<file path="src/rtl/vmul_job_sequencer_if.sv">
// Requester/datapath-control bundle for vmul_job_sequencer.
// master = requesting side, slave = sequencer.
interface vmul_job_sequencer_if #(
    parameter int NUM_REQ = 2,
    parameter int IDX_W   = 3
);
    localparam int OWN_W = (NUM_REQ > 1) ? $clog2(NUM_REQ) : 1;

    logic [NUM_REQ-1:0] req;
    logic               abort;
    logic [NUM_REQ-1:0] grant;
    logic [OWN_W-1:0]   owner;
    logic               busy;
    logic               acc_clr;
    logic               issue_valid;
    logic [IDX_W-1:0]   row_idx;
    logic [NUM_REQ-1:0] done;

    modport master (
        output req, abort,
        input  grant, owner, busy, acc_clr, issue_valid, row_idx, done
    );

    modport slave (
        input  req, abort,
        output grant, owner, busy, acc_clr, issue_valid, row_idx, done
    );
endinterface

</file>
<file path="src/rtl/vmul_job_sequencer.sv">
// Round-robin job sequencer for the 8x8 pipelined vector multiplier: per job a grant/acc_clr
// pulse, ROWS issue strobes, PIPE_LAT drain cycles, then a done pulse to the owner.
module vmul_job_sequencer #(
    parameter int NUM_REQ  = 2,
    parameter int ROWS     = 8,
    parameter int PIPE_LAT = 3,
    parameter int IDX_W    = 3
) (
    input  logic                clk,
    input  logic                rstn,
    vmul_job_sequencer_if.slave bus
);
    localparam int OWN_W = (NUM_REQ > 1) ? $clog2(NUM_REQ) : 1;
    localparam int CNT_W = (PIPE_LAT > 1) ? $clog2(PIPE_LAT) : 1;
    localparam logic [IDX_W-1:0] LAST_ROW   = IDX_W'(ROWS - 1);
    localparam logic [CNT_W-1:0] LAST_DRAIN = CNT_W'((PIPE_LAT > 0) ? PIPE_LAT - 1 : 0);

    typedef enum logic [1:0] {StIdle, StIssue, StDrain, StDone} state_e;

    state_e             state_q;
    logic [NUM_REQ-1:0] grant_q;
    logic [NUM_REQ-1:0] done_q;
    logic [OWN_W-1:0]   owner_q;
    logic [OWN_W-1:0]   rr_q;
    logic               busy_q;
    logic               acc_clr_q;
    logic               issue_valid_q;
    logic [IDX_W-1:0]   row_q;
    logic [CNT_W-1:0]   drain_q;

    logic [OWN_W-1:0]   next_ptr;
    logic [OWN_W-1:0]   arb_base;
    logic [OWN_W-1:0]   arb_cand;
    logic [OWN_W-1:0]   arb_idx;
    logic               arb_hit;
    logic [NUM_REQ-1:0] arb_gnt;
    logic [NUM_REQ-1:0] owner_oh;

    always_comb begin
        next_ptr = OWN_W'((int'(owner_q) + 1) % NUM_REQ);
        owner_oh = '0;
        owner_oh[owner_q] = 1'b1;
    end

    // The done cycle doubles as an arbitration slot so held requests run back-to-back,
    // searching from the pointer the finishing job is about to install.
    always_comb begin
        arb_base = (state_q == StDone) ? next_ptr : rr_q;
        arb_hit  = 1'b0;
        arb_idx  = '0;
        arb_cand = '0;
        for (int i = 0; i < NUM_REQ; i++) begin
            arb_cand = OWN_W'((int'(arb_base) + i) % NUM_REQ);
            if (!arb_hit && bus.req[arb_cand]) begin
                arb_hit = 1'b1;
                arb_idx = arb_cand;
            end
        end
        arb_gnt = '0;
        arb_gnt[arb_idx] = arb_hit;
    end

    always_ff @(posedge clk or negedge rstn) begin
        if (!rstn) begin
            state_q       <= StIdle;
            grant_q       <= '0;
            done_q        <= '0;
            owner_q       <= '0;
            rr_q          <= '0;
            busy_q        <= 1'b0;
            acc_clr_q     <= 1'b0;
            issue_valid_q <= 1'b0;
            row_q         <= '0;
            drain_q       <= '0;
        end else begin
            grant_q   <= '0;
            acc_clr_q <= 1'b0;
            done_q    <= '0;
            unique case (state_q)
                StIdle: begin
                    if (arb_hit) begin
                        state_q   <= StIssue;
                        grant_q   <= arb_gnt;
                        acc_clr_q <= 1'b1;
                        busy_q    <= 1'b1;
                        owner_q   <= arb_idx;
                    end
                end
                StIssue: begin
                    if (bus.abort) begin
                        state_q       <= StIdle;
                        busy_q        <= 1'b0;
                        issue_valid_q <= 1'b0;
                        row_q         <= '0;
                        rr_q          <= next_ptr;
                    end else if (!issue_valid_q) begin
                        // Grant cycle: first row strobe follows on the next cycle.
                        issue_valid_q <= 1'b1;
                    end else if (row_q == LAST_ROW) begin
                        issue_valid_q <= 1'b0;
                        row_q         <= '0;
                        drain_q       <= '0;
                        if (PIPE_LAT == 0) begin
                            state_q <= StDone;
                            done_q  <= owner_oh;
                        end else begin
                            state_q <= StDrain;
                        end
                    end else begin
                        row_q <= row_q + IDX_W'(1);
                    end
                end
                StDrain: begin
                    if (bus.abort) begin
                        state_q <= StIdle;
                        busy_q  <= 1'b0;
                        rr_q    <= next_ptr;
                    end else if (drain_q == LAST_DRAIN) begin
                        state_q <= StDone;
                        done_q  <= owner_oh;
                    end else begin
                        drain_q <= drain_q + CNT_W'(1);
                    end
                end
                StDone: begin
                    rr_q <= next_ptr;
                    if (arb_hit) begin
                        state_q   <= StIssue;
                        grant_q   <= arb_gnt;
                        acc_clr_q <= 1'b1;
                        owner_q   <= arb_idx;
                    end else begin
                        state_q <= StIdle;
                        busy_q  <= 1'b0;
                    end
                end
            endcase
        end
    end

    assign bus.grant       = grant_q;
    assign bus.done        = done_q;
    assign bus.owner       = owner_q;
    assign bus.busy        = busy_q;
    assign bus.acc_clr     = acc_clr_q;
    assign bus.issue_valid = issue_valid_q;
    assign bus.row_idx     = row_q;
endmodule
</file>
<file path="src/flat_wrapper.sv">
// flat-port wrapper written by rule: the top's interface ports become plain ports
module vmul_job_sequencer_flat 
#(
    parameter int NUM_REQ  = 2,
    parameter int ROWS     = 8,
    parameter int PIPE_LAT = 3,
    parameter int IDX_W    = 3
)
  (clk, rstn, bus_req, bus_abort, bus_grant, bus_owner, bus_busy, bus_acc_clr, bus_issue_valid, bus_row_idx, bus_done);
  vmul_job_sequencer_if #(.NUM_REQ(NUM_REQ), .IDX_W(IDX_W)) bus_i ();
  input  logic clk;
  input  logic rstn;
  input wire logic [$bits(bus_i.req)-1:0] bus_req;
  input wire logic [$bits(bus_i.abort)-1:0] bus_abort;
  output wire logic [$bits(bus_i.grant)-1:0] bus_grant;
  output wire logic [$bits(bus_i.owner)-1:0] bus_owner;
  output wire logic [$bits(bus_i.busy)-1:0] bus_busy;
  output wire logic [$bits(bus_i.acc_clr)-1:0] bus_acc_clr;
  output wire logic [$bits(bus_i.issue_valid)-1:0] bus_issue_valid;
  output wire logic [$bits(bus_i.row_idx)-1:0] bus_row_idx;
  output wire logic [$bits(bus_i.done)-1:0] bus_done;
  assign bus_i.req = bus_req;
  assign bus_i.abort = bus_abort;
  assign bus_grant = bus_i.grant;
  assign bus_owner = bus_i.owner;
  assign bus_busy = bus_i.busy;
  assign bus_acc_clr = bus_i.acc_clr;
  assign bus_issue_valid = bus_i.issue_valid;
  assign bus_row_idx = bus_i.row_idx;
  assign bus_done = bus_i.done;
  vmul_job_sequencer #(.NUM_REQ(NUM_REQ), .ROWS(ROWS), .PIPE_LAT(PIPE_LAT), .IDX_W(IDX_W)) u_core (.clk(clk), .rstn(rstn), .bus(bus_i));
endmodule
</file>
<file path="config.mk">
export PLATFORM = sky130hd
export DESIGN_NAME = vmul_job_sequencer_flat
export DESIGN_NICKNAME = d
export VERILOG_FILES = /design/src/rtl/vmul_job_sequencer_if.sv /design/src/rtl/vmul_job_sequencer.sv /design/src/flat_wrapper.sv
export SDC_FILE = /design/constraint.sdc
export NUM_CORES = 1
export LEC_CHECK = 0
export ABC_AREA = 1
export CORE_MARGIN = 4
export CORE_UTILIZATION = 40
export DETAILED_ROUTE_END_ITERATION = 10
export PLACE_DENSITY_LB_ADDON = 0.2
export SYNTH_ARGS = -nofsm -noshare
export SYNTH_HDL_FRONTEND = slang
export SYNTH_SLANG_ARGS = --single-unit
</file>
<file path="constraint.sdc">
create_clock -name clk -period 3.4 [get_ports clk]
set_input_delay 0.51 -clock clk [delete_from_list [all_inputs] [get_ports clk]]
set_output_delay 0.51 -clock clk [all_outputs]
set_load 0.02 [all_outputs]
</file>
== Word level (Yosys, flattened, before mapping) ==
Index checks and enable logic that the tools add are counted.

* Logic and storage cells: 99
* Flip-flop bits (word level): 16

* Magnitude comparators: 6
* Eq/ne operators: 16
* Reductions and logical operators: 16
* Add/subtract/negate cells: 4
* Bitwise logic cells: 1
* Mux-type cells: 46

{| class="wikitable"
|+ Operators with widths
! cell !! count
|-
| 2-to-1 mux 2 bit || 16
|-
| 2-to-1 mux 1 bit || 21
|-
| 2-to-1 mux 3 bit || 3
|-
| != test 3 x 2 -> 1 bit (second input constant) || 3
|-
| < comparator 1 x 2 -> 1 bit (second input constant) || 4
|-
| != test 2 x 1 -> 1 bit (second input constant) || 4
|-
| != test 2 bit (second input constant) || 4
|-
| case mux 2 bit (4 select lines) || 1
|-
| == test 2 bit (second input constant) || 3
|-
| AND reduction 2 bit || 3
|-
| AND reduction 6 bit || 1
|-
| nonzero test 2 bit || 3
|-
| case mux 2 bit (2 select lines) || 1
|-
| AND reduction 4 bit || 1
|-
| OR reduction 2 bit || 2
|-
| adder 3 x 1 -> 3 bit (second input constant) || 1
|-
| == test 3 bit (second input constant) || 1
|-
| logical AND 1 bit || 3
|-
| case mux 1 bit (3 select lines) || 1
|-
| AND reduction 3 bit || 1
|-
| adder 1 bit (second input constant) || 2
|-
| adder 2 x 1 -> 2 bit (second input constant) || 1
|-
| bitwise AND 2 bit || 1
|-
| demux 1 bit (select 1 bit) || 2
|-
| 5 further kinds || 6
|}

== Depth between registers and ports, before layout ==
* Word-level depth: 15
* Depth in mapped cells: 8
* Gate-level depth less buffers: 8

== Worst setup path before layout ==
No wires, ideal clock.

* Kind: reg2reg
* Start: register u_core.row_q[0], in the netlist u_core.bus.row_idx[0]
* End: register u_core.state_q[0]
* Arrival time: 1.212 ns
* Stages on the path, launching flop included: 9
* Slack: 2.071 ns
* Path through: dfrtp_1 ha_1 ha_1 nand2_1 inv_1 nor2_1 nor2_2 nand2_1 nand2_1

* Word-level cells in the longest chain between the ends: 3

{| class="wikitable"
|+ Ends and longest elaborated chain
! item !! RTL line !! source
|-
| start, declared || vmul_job_sequencer.sv:28 || <nowiki>logic [IDX_W-1:0] row_q;</nowiki>
|-
| start signal, assigned || vmul_job_sequencer.sv:110 || <nowiki>row_q <= row_q + IDX_W'(1);</nowiki>
|-
| == test 3 bit || vmul_job_sequencer.sv:99 || <nowiki>end else if (row_q == LAST_ROW) begin</nowiki>
|-
| != test 3 x 2 -> 1 bit (no line) || - ||
|-
| AND reduction 4 bit (no line) || - ||
|-
| end signal, assigned || vmul_job_sequencer.sv:104 || <nowiki>state_q <= StDone;</nowiki>
|-
| end signal, assigned || vmul_job_sequencer.sv:107 || <nowiki>state_q <= StDrain;</nowiki>
|-
| end signal, assigned || vmul_job_sequencer.sv:115 || <nowiki>state_q <= StIdle;</nowiki>
|-
| end, declared || vmul_job_sequencer.sv:20 || <nowiki>state_e state_q;</nowiki>
|}

No other way between the ends.
A chain may end at the register's enable or synchronous reset.

== Worst setup path in the final report ==
* Start: register u_core.issue_valid_q, in the netlist u_core.bus.issue_valid
* End: output port bus_issue_valid

{| class="wikitable"
|+ RTL lines
! item !! RTL line !! source
|-
| start, declared || vmul_job_sequencer.sv:27 || <nowiki>logic issue_valid_q;</nowiki>
|-
| start signal, assigned || vmul_job_sequencer.sv:72 || <nowiki>issue_valid_q <= 1'b0;</nowiki>
|-
| start signal, assigned || vmul_job_sequencer.sv:93 || <nowiki>issue_valid_q <= 1'b0;</nowiki>
|-
| start signal, assigned || vmul_job_sequencer.sv:98 || <nowiki>issue_valid_q <= 1'b1;</nowiki>
|-
| end, declared || flat_wrapper.sv:19 || <nowiki>output wire logic [$bits(bus_i.issue_valid)-1:0] bus_issue_valid;</nowiki>
|}

No word-level cell between the ends.

==> results_dict.tcl <==
set metrics [dict create \
    status "finished clean" \
    max_freq_mhz 539 \
    netlist_area_um2 856 \
    rsz0062_at_grt "false" \
    cts_resized 0 \
    dp_hpwl_um 1260 \
    path_max_fanout 5 \
    switching_power_mw 0.397 \
    synth_nets 111 \
    clkLatencyLatePin_ps 290 \
    antenna_found_initial 0 \
    die_w_um 54.3 \
    cts-buffers-inserted 3 \
    setup_ws_ps 1550 \
    fin_skew_ps 3.74 \
    hold_class "reg -> reg" \
    drt-vias-per-instance 4.77 \
    path_cells "clkdlybuf4s50_1" \
    first_iter_violations 13 \
    antenna_left 0 \
    cts_root_buf "clkbuf_4" \
    crit_required_ps 2890 \
    cp.arrival_ps 1340 \
    yosysTopAreaCell "dfrtp_1" \
    port_buffers 15 \
    synth_flop_cell "dfrtp_1" \
    core_area_um2 2000 \
    ys_seq_area_share_pct 46.8 \
    yosysUniqueCellTypes 19 \
    grt_pass1_wl_um 2790 \
    period_needed_ps 1850 \
    worst_slew_pin_slew_ps 730 \
    num_vias 687 \
    grt_pass1_vias 645 \
    syn-instance-count 98 \
    setup_violations 0 \
    regArea_um2 400 \
    place_ws_ps 1700 \
    final_nets 131 \
    slowest_stage "clkdlybuf4s50_1" \
    numClockSinks 16 \
    path_clk_slew_ps 100 \
    worstSetupStartpoint "u_core.bus.issue_valid" \
    placedInstanceArea_um2 1040 \
    leakage_nw 0.525 \
    timing.slew.headroom_pct 51.2 \
    power.total_mw 0.930 \
    swShare_pct 42.7 \
    cts_max_level 1 \
    gp_congestion 0.742 \
    comb_power_share_pct 52.4 \
    report.final.slew_viol_count 0 \
    ios 16 \
    clk_path_buf_depth 2 \
    finalSetupTns_ps 0 \
    synth_edf_count 0 \
    stdcell_area_um2 1080 \
    overflow 0 \
    n_antenna_cell 0 \
    rrSetupSlack_ps 2030 \
    initial_core_util_pct 42.8 \
    ys_warn_count 0 \
    cp-start-kind "flop" \
    r2r-start "u_core.state_q[1]" \
    most-common-layout-cells "nand2_1, dfrtp_1, clkdlybuf4s50_1" \
    cts_tree "yes" \
    ir_drop_uv 420 \
    wl_per_cell_um 11.5 \
    whs_ps 494 \
    multi_input_area_um2 399 \
    cap_violations 0 \
    powerDensity_nw_per_um2 864 \
    first_pass_iters 5 \
    syn_area_per_cell_um2 8.73 \
    wl_um 1650 \
    holdCritStartpoint "u_core.bus.busy" \
    die_y_um 54.3 \
    hold_viol_final 0 \
    cts_hold_buf 0 \
    crit_path_end_kind "output pin" \
    max_stage_delay_ps 630 \
    p_clk_share_pct 13.8 \
    layout_commonest_cell "nand2_1" \
    ys_top_cells_by_area "dfrtp_1, ha_1, nand2_1" \
    grt_max_degree 17 \
    grt_usage_pct 13.4 \
    rows 16 \
    layout-drive-gt1-share_pct 12.8 \
    syn_to_final_growth_pct 25.7 \
    postCtsSetupBuffers 0 \
    crit_family "buffers and inverters" \
    path_buf_inv 1 \
    internal_power_mw 0.533 \
    path_class "reg -> out" \
    die-area_um2 2940 \
    fillers 195 \
    drc 0 \
    min_period_over_period_pct 54.5 \
    pwr-share-seq_pct 33.9 \
    ys_seq_elements 16 \
    synthArstFlopShare_pct 100 \
    yosysTopAreaCellShare_pct 46.8 \
]
metal layers:
metal | wire length, um | vias to the layer above | global-route usage, % | part of all wire, %
li1 | - | 353 | - | -
met1 | 790 | 314 | 17.8 | 48
met5 | 0 | - | 0 | 0
met2 | 759 | 18 | 20.3 | 46
met3 | 86 | 2 | 3.27 | 5.2
met4 | 13 | 0 | 6.22 | 0.79
worst min-delay path, stage by stage, from the launching register on:
cell	delay [ps]
dfrtp_1	360
nand2_1	50
nand2_1	50
flip-flops by register name, summed over array words and instances, names as in the netlist:
signal / flops
u_core.bus.grant: 2
u_core.bus.row_idx: 3
u_core.rr_q: 1
u_core.bus.acc_clr: 1
u_core.bus.owner: 1
u_core.drain_q: 2
u_core.state_q: 2
u_core.bus.issue_valid: 1
u_core.bus.done: 2
u_core.bus.busy: 1
power by group through the flow:
| stage | clock network [mW] | logic, mW | registers, mW |
|---|---|---|---|
| 6_report | 0.128 | 0.487 | 0.315 |
| 3_5_place_dp | 0 | 0.485 | 0.318 |
| 4_1_cts | 0.132 | 0.492 | 0.315 |
| 2_1_floorplan | 0 | 0.265 | 0.370 |
| 3_3_place_gp | 0 | 0.485 | 0.316 |
| 5_1_grt | 0.140 | 0.544 | 0.326 |
area by class of cell:
cell class                      count  area share [%]
Clock buffer                        4            3.37
Inverter                           15            5.23
Multi-Input combinational cell     67            37.1
Sequential cell                    16            37.2
Tap cell                           27            3.14
Timing Repair Buffer               15            14.0
synth_stat cells, types with 3 or more instances:
cell	instances
inv_1	13
nand3_1	7
nand2_2	3
ha_1	8
nand4_1	4
dfrtp_1	16
nor2_2	3
nand2_1	22
o21ai_1	4
o21ai_0	3
nor2_1	5
through the flow:
| stage | std cells | util [%] |
|---|---|---|
| 3_3_place_gp | 140 | 51.9 |
| 5_1_grt | 144 | 53.8 |
| 4_1_cts | 144 | 53.8 |
| 6_report | 144 | 53.8 |
| 3_5_place_dp | 140 | 51.9 |
| 2_1_floorplan | 98 | - |
path summary, 6_finish.rpt:
path | to | cells after the start
setup / recovery | bus_issue_valid | 1
hold / removal | u_core.bus.busy | 2
setup reg to reg | u_core.state_q[0] | 8
hold reg to reg | u_core.bus.busy | 2
max in group asynchronous | u_core.state_q[0] | 1
min in group asynchronous | u_core.drain_q[1] | 1
kinds of logic after synthesis:
logic type / share of synthesized area [%]
DFF: 46.8
and+or+nand+nor: 26.5
AOI/OAI and AO/OA: 8.48
adders and majority gates: 11.7
buffers and inverters: 6.58
No activity file was read; power rests on OpenSTA's default activity.
